[config.mk]
export PLATFORM = sky130hd
export DESIGN_NAME = rf_set_sb
export DESIGN_NICKNAME = d
export VERILOG_FILES = /design/src/rtl/rf_set_sb.sv
export SDC_FILE = /design/constraint.sdc
export NUM_CORES = 1
export LEC_CHECK = 0
export CORE_ASPECT_RATIO = 0.9
export CORE_MARGIN = 2
export CORE_UTILIZATION = 30
export CTS_BUF_LIST = sky130_fd_sc_hd__clkbuf_8
export DETAILED_ROUTE_END_ITERATION = 10
export GPL_ROUTABILITY_DRIVEN = 0
export GPL_TIMING_DRIVEN = 0
export MAX_ROUTING_LAYER = met4
export PLACE_DENSITY = 0.7
export SYNTH_ARGS = -nofsm -noshare
export SYNTH_HDL_FRONTEND = slang
export SYNTH_SLANG_ARGS = --single-unit
[constraint.sdc]
create_clock -name clk -period 2.5 [get_ports clk]
set_input_delay 0.625 -clock clk [delete_from_list [all_inputs] [get_ports clk]]
set_output_delay 0.625 -clock clk [all_outputs]
set_load 0.03 [all_outputs]
[src/rtl/rf_set_sb.sv]
// rf_set_sb: parametrised register file with per-register busy scoreboard,
// a single-outstanding load-completion handshake and a registered strobe
// that marks writes to the output-port register.
module rf_set_sb #(
  parameter int WIDTH   = 4,
  parameter int NREG    = 4,
  parameter int AW      = 2,
  parameter int IN_REG  = 2,
  parameter int OUT_REG = 3
) (
  input  logic                  clk,
  input  logic                  reset,
  input  logic [AW-1:0]         RA,
  input  logic [AW-1:0]         RB,
  output logic [WIDTH-1:0]      A,
  output logic [WIDTH-1:0]      B,
  output logic                  A_busy,
  output logic                  B_busy,
  input  logic                  RE,
  input  logic [AW-1:0]         WR,
  input  logic [WIDTH-1:0]      WRD,
  input  logic                  LD_ISSUE,
  input  logic [AW-1:0]         LD_DST,
  output logic                  LD_READY,
  input  logic                  LD_VALID,
  input  logic [WIDTH-1:0]      LD_DATA,
  output logic                  LD_ERR,
  input  logic [WIDTH-1:0]      InD,
  input  logic                  InE,
  output logic [WIDTH-1:0]      OutD,
  output logic                  OutV,
  output logic [NREG*WIDTH-1:0] R_flat
);

  typedef enum logic {
    IDLE = 1'b0,
    WAIT = 1'b1
  } ld_state_t;

  ld_state_t             state_q;
  logic [NREG*WIDTH-1:0] rf_q;
  logic [NREG-1:0]       busy_q;
  logic [AW-1:0]         ld_dst_p1;
  logic                  ld_ready_q;
  logic                  ld_err_q;
  logic                  out_vld_p1;

  logic                  ld_accept;
  logic                  ld_reject;
  logic                  ld_done;
  logic                  alu_we;
  logic                  out_commit;

  // True when the address names an implemented register.
  function automatic logic addr_ok(input logic [AW-1:0] addr);
    return 32'(addr) < 32'(NREG);
  endfunction

  // Register read mux; unimplemented addresses read as zero.
  function automatic logic [WIDTH-1:0] rd_data(input logic [AW-1:0] addr,
                                               input logic [NREG*WIDTH-1:0] rf);
    logic [WIDTH-1:0] d;
    d = '0;
    for (int i = 0; i < NREG; i++) begin
      if (addr == AW'(i)) d = rf[i*WIDTH +: WIDTH];
    end
    return d;
  endfunction

  // Busy-bit read mux; unimplemented addresses are never busy.
  function automatic logic rd_busy(input logic [AW-1:0] addr,
                                   input logic [NREG-1:0] bsy);
    logic b;
    b = 1'b0;
    for (int i = 0; i < NREG; i++) begin
      if (addr == AW'(i)) b = bsy[i];
    end
    return b;
  endfunction

  assign A        = rd_data(RA, rf_q);
  assign B        = rd_data(RB, rf_q);
  assign A_busy   = rd_busy(RA, busy_q);
  assign B_busy   = rd_busy(RB, busy_q);
  assign OutD     = rf_q[OUT_REG*WIDTH +: WIDTH];
  assign OutV     = out_vld_p1;
  assign LD_READY = ld_ready_q;
  assign LD_ERR   = ld_err_q;
  assign R_flat   = rf_q;

  // Decode this cycle's load/ALU events; a load completion beats an ALU write
  // to the same register, and the input-port register is never ALU/load writable.
  always_comb begin
    ld_accept  = (state_q == IDLE) && LD_ISSUE && addr_ok(LD_DST) &&
                 (LD_DST != AW'(IN_REG));
    ld_reject  = LD_ISSUE && !ld_accept;
    ld_done    = (state_q == WAIT) && LD_VALID;
    alu_we     = RE && addr_ok(WR) && (WR != AW'(IN_REG)) &&
                 !(ld_done && (WR == ld_dst_p1));
    out_commit = (ld_done && (ld_dst_p1 == AW'(OUT_REG))) ||
                 (alu_we && (WR == AW'(OUT_REG))) ||
                 (InE && (IN_REG == OUT_REG));
  end

  // Load handshake FSM with registered LD_READY, latched destination and sticky error.
  always_ff @(posedge clk or negedge reset) begin
    if (!reset) begin
      state_q    <= IDLE;
      ld_ready_q <= 1'b0;
      ld_dst_p1  <= '0;
      ld_err_q   <= 1'b0;
    end else begin
      case (state_q)
        IDLE: begin
          if (ld_accept) begin
            state_q    <= WAIT;
            ld_ready_q <= 1'b1;
            ld_dst_p1  <= LD_DST;
          end
        end
        WAIT: begin
          if (ld_done) begin
            state_q    <= IDLE;
            ld_ready_q <= 1'b0;
          end
        end
      endcase
      if (ld_reject) ld_err_q <= 1'b1;
    end
  end

  // Register storage: load completion, ALU write and input-port write.
  always_ff @(posedge clk or negedge reset) begin
    if (!reset) begin
      rf_q <= '0;
    end else begin
      for (int i = 0; i < NREG; i++) begin
        if (ld_done && (ld_dst_p1 == AW'(i))) begin
          rf_q[i*WIDTH +: WIDTH] <= LD_DATA;
        end else if (alu_we && (WR == AW'(i))) begin
          rf_q[i*WIDTH +: WIDTH] <= WRD;
        end
        if (InE && (i == IN_REG)) rf_q[i*WIDTH +: WIDTH] <= InD;
      end
    end
  end

  // Scoreboard: reserve on accepted issue, release on completion.
  always_ff @(posedge clk or negedge reset) begin
    if (!reset) begin
      busy_q <= '0;
    end else begin
      for (int i = 0; i < NREG; i++) begin
        if (ld_accept && (LD_DST == AW'(i))) begin
          busy_q[i] <= 1'b1;
        end else if (ld_done && (ld_dst_p1 == AW'(i))) begin
          busy_q[i] <= 1'b0;
        end
      end
    end
  end

  // One-cycle strobe following any committed write to the output register.
  always_ff @(posedge clk or negedge reset) begin
    if (!reset) begin
      out_vld_p1 <= 1'b0;
    end else begin
      out_vld_p1 <= out_commit;
    end
  end

endmodule
==> impl_metrics.py <==
metrics = {
    "route": {
        "wirelength_um": 3680,
        "routed_via_density": 4.81,
        "vias": 1168,
        "ant_nets": 0,
        "wl_per_cell_um": 15.1,
        "drc_errors": 0,
        "drt-initial-drc-count": 48,
        "drtPass1Iterations": 4,
    },
    "placed_design": {
        "dpl_cell_area_mm2": 0.00206,
        "dp_slack_ps": -396,
        "dp_cells": 239,
        "io_buffers": 55,
        "dp_hpwl_um": 2780,
    },
    "die": {
        "io_pins": 59,
        "die_x_um": 76.9,
        "rows": 23,
        "start_util": 0.317,
        "coreArea_mm2": 0.00452,
        "die_area_mm2": 0.00535,
        "dieHeight_um": 69.6,
    },
    "setup_path": {
        "startpoint": "RA[0]",
        "cp.required_ps": 1880,
        "cp-end-kind": "primary output",
        "start_kind": "primary input",
        "reg2reg_to": "R_flat[9]",
        "crit_end": "A[1]",
        "timing.rr.start": "ld_dst_p1[0]",
        "cp.arrival_ps": 1740,
        "crit_path_max_fanout": 5,
        "crit_type": "in -> out",
        "r2r_cells": 3,
        "r2r_slack_ps": 1230,
    },
    "yosys": {
        "synth_top_cells_by_area": "dfrtp_1 45%, mux4_2 16%, mux2i_1 11%",
        "yosysTopAreaCell": "dfrtp_1",
        "synth_xor_area_frac": 0,
        "ys.flop_type": "dfrtp_1",
        "synth_top_family_by_area": "multiplexers",
        "synth_edf_count": 0,
        "synth.cell_area_mm2": 0.00143,
        "async_flop_share": 1.00,
        "ys_seq_elements": 26,
        "synth_adder_area_share": 0,
        "synth_commonest_cells": "26 x dfrtp_1, 16 x mux2i_1, 12 x nand2_1",
        "yosysMostFrequentCell": "dfrtp_1",
        "synth_compound_area_frac": 0.0908,
        "synth_cell_types": 28,
        "synth-simple-area-share": 0.143,
        "synth_top_cell_area_share": 0.454,
        "yosysSeqAreaShare": 0.454,
        "syn_nets": 148,
        "postSynthCellCount": 122,
        "syn_avg_cell_area_um2": 11.8,
        "ys_warn_count": 0,
        "synthMuxAreaShare": 0.269,
    },
    "sta": {
        "final.min_clock_period_ps": 2370,
        "rsz0062_at_grt": "no",
        "finClkSkew_ps": 1.11,
        "max_slew_margin": 0.200,
        "min_period_over_period": 0.947,
        "tns_ps": 0,
        "fin_ws_ps": 132,
        "timing.fmax_mhz": 422,
        "hold_viol": 0,
        "maxSlewViolCount": 0,
        "worst_pin_slew_ps": 1200,
        "finalSetupViolCount": 0,
        "hold_ws_ps": 472,
    },
    "cts": {
        "root_buffer": "clkbuf_8",
        "cts_setup_buffers": 0,
        "cts.reportedPaths.clkPinSlew_ps": 90,
        "htree_levels": 1,
        "cts_tree": "built",
        "cts_buffers": 3,
        "clk_latency_ps": 270,
        "cts_resized": 12,
        "cts_buffer_depth": 2,
        "cts_sinks": 26,
        "cts-hold-fix-buffers": 0,
    },
    "cells_and_area": {
        "utilization": 0.465,
        "area.sequential_um2": 651,
        "design_area_mm2": 0.00210,
        "syn_to_final_growth_pct": 46.6,
        "final_cells": 243,
        "drive_above_1_share": 0.149,
        "antenna_cells": 0,
        "nets": 208,
        "multiInputGateArea_um2": 721,
        "nFillCells": 440,
    },
    "pwr": {
        "p_leak_nw": 0.940,
        "finalPower_mw": 1.92,
        "p_per_area_mw_per_mm2": 915,
        "ir_drop_uv": 507,
    },
    "grt": {
        "globalRouteTotalUtil": 0.151,
        "grt_pass1_wl_um": 6130,
        "grt_pass1_vias": 1161,
        "grt_max_degree": 27,
        "antenna_found_initial": 0,
        "gr-total-overflow": 0,
    },
    "job": {
        "drv_cap": 0,
    },
    "status": {
        "status": "finished, final reports clean",
    },
    "hold_path": {
        "hold_path_class": "reg -> reg",
    },
}
-- worst max-delay path: stages --
cell and delay, ps:
buf_2 210, mux4_2 520, dlygate4sd2_1 380
-- state kept, by name, indices dropped and copies added, names as in the netlist --
signal,count
LD_READY,1
state_q,1
R_flat,16
busy_q,4
LD_ERR,1
ld_dst_p1,2
OutV,1
-- placed cells by master (no fill, tap or decap), drive strengths merged --
cell type      count
nand2             12
o21a               1
o22ai              1
nand2b             2
a21boi             1
mux4              10
a21oi             10
o21ai             10
dlygate4sd2       12
and4bb             1
nand4b             2
and2               1
nand3b             1
or3b               1
nand3              3
a22o               1
inv                2
clkbuf             4
mux2i             16
buf                9
and3               1
nor3b              1
clkdlybuf4s50     43
nor2               8
nand4              1
or2                1
dfrtp             26
-- power breakdown --
| group | switching [mW] | leakage, nW | internal, mW |
|---|---|---|---|
| combinational | 0.544 | 0.607 | 0.459 |
| clock | 0.131 | 0.0288 | 0.141 |
| sequential | 0.114 | 0.304 | 0.535 |
| total | 0.788 | 0.940 | 1.14 |
-- worst min-delay path by stage --
stage	start	to	slack [ps]	depth (start not counted)
floorplan	reset	LD_ERR	330	0
global placement	LD_ERR	LD_ERR	460	1
detailed placement	LD_ERR	LD_ERR	450	1
CTS	LD_ERR	LD_ERR	480	1
global route	LD_ERR	LD_ERR	530	1
finish	LD_ERR	LD_ERR	470	1
-- per-layer routing --
layer / GRT usage / vias to the layer above / routed length [um]
met3: 0.0417 / 2 / 271
met5: - / - / 0
li1: - / 566 / -
met4: 0.0182 / 0 / 12
met2: 0.242 / 52 / 1660
met1: 0.198 / 548 / 1730
-- final cells by class --
class	instances	area share
Buffer	9	0.0262
Clock buffer	4	0.0262
Multi-Input combinational cell	85	0.343
Timing Repair Buffer	55	0.255
Sequential cell	26	0.310
Inverter	2	0.00357
Tap cell	62	0.0369
-- cell families (layout without fill, tap and decap cells) --
family,count (synthesis),count (layout)
simple gates,35,35
mux,26,26
flops,26,26
compound gates,24,24
buf+inv,11,70
No activity file was read; power rests on OpenSTA's default activity.
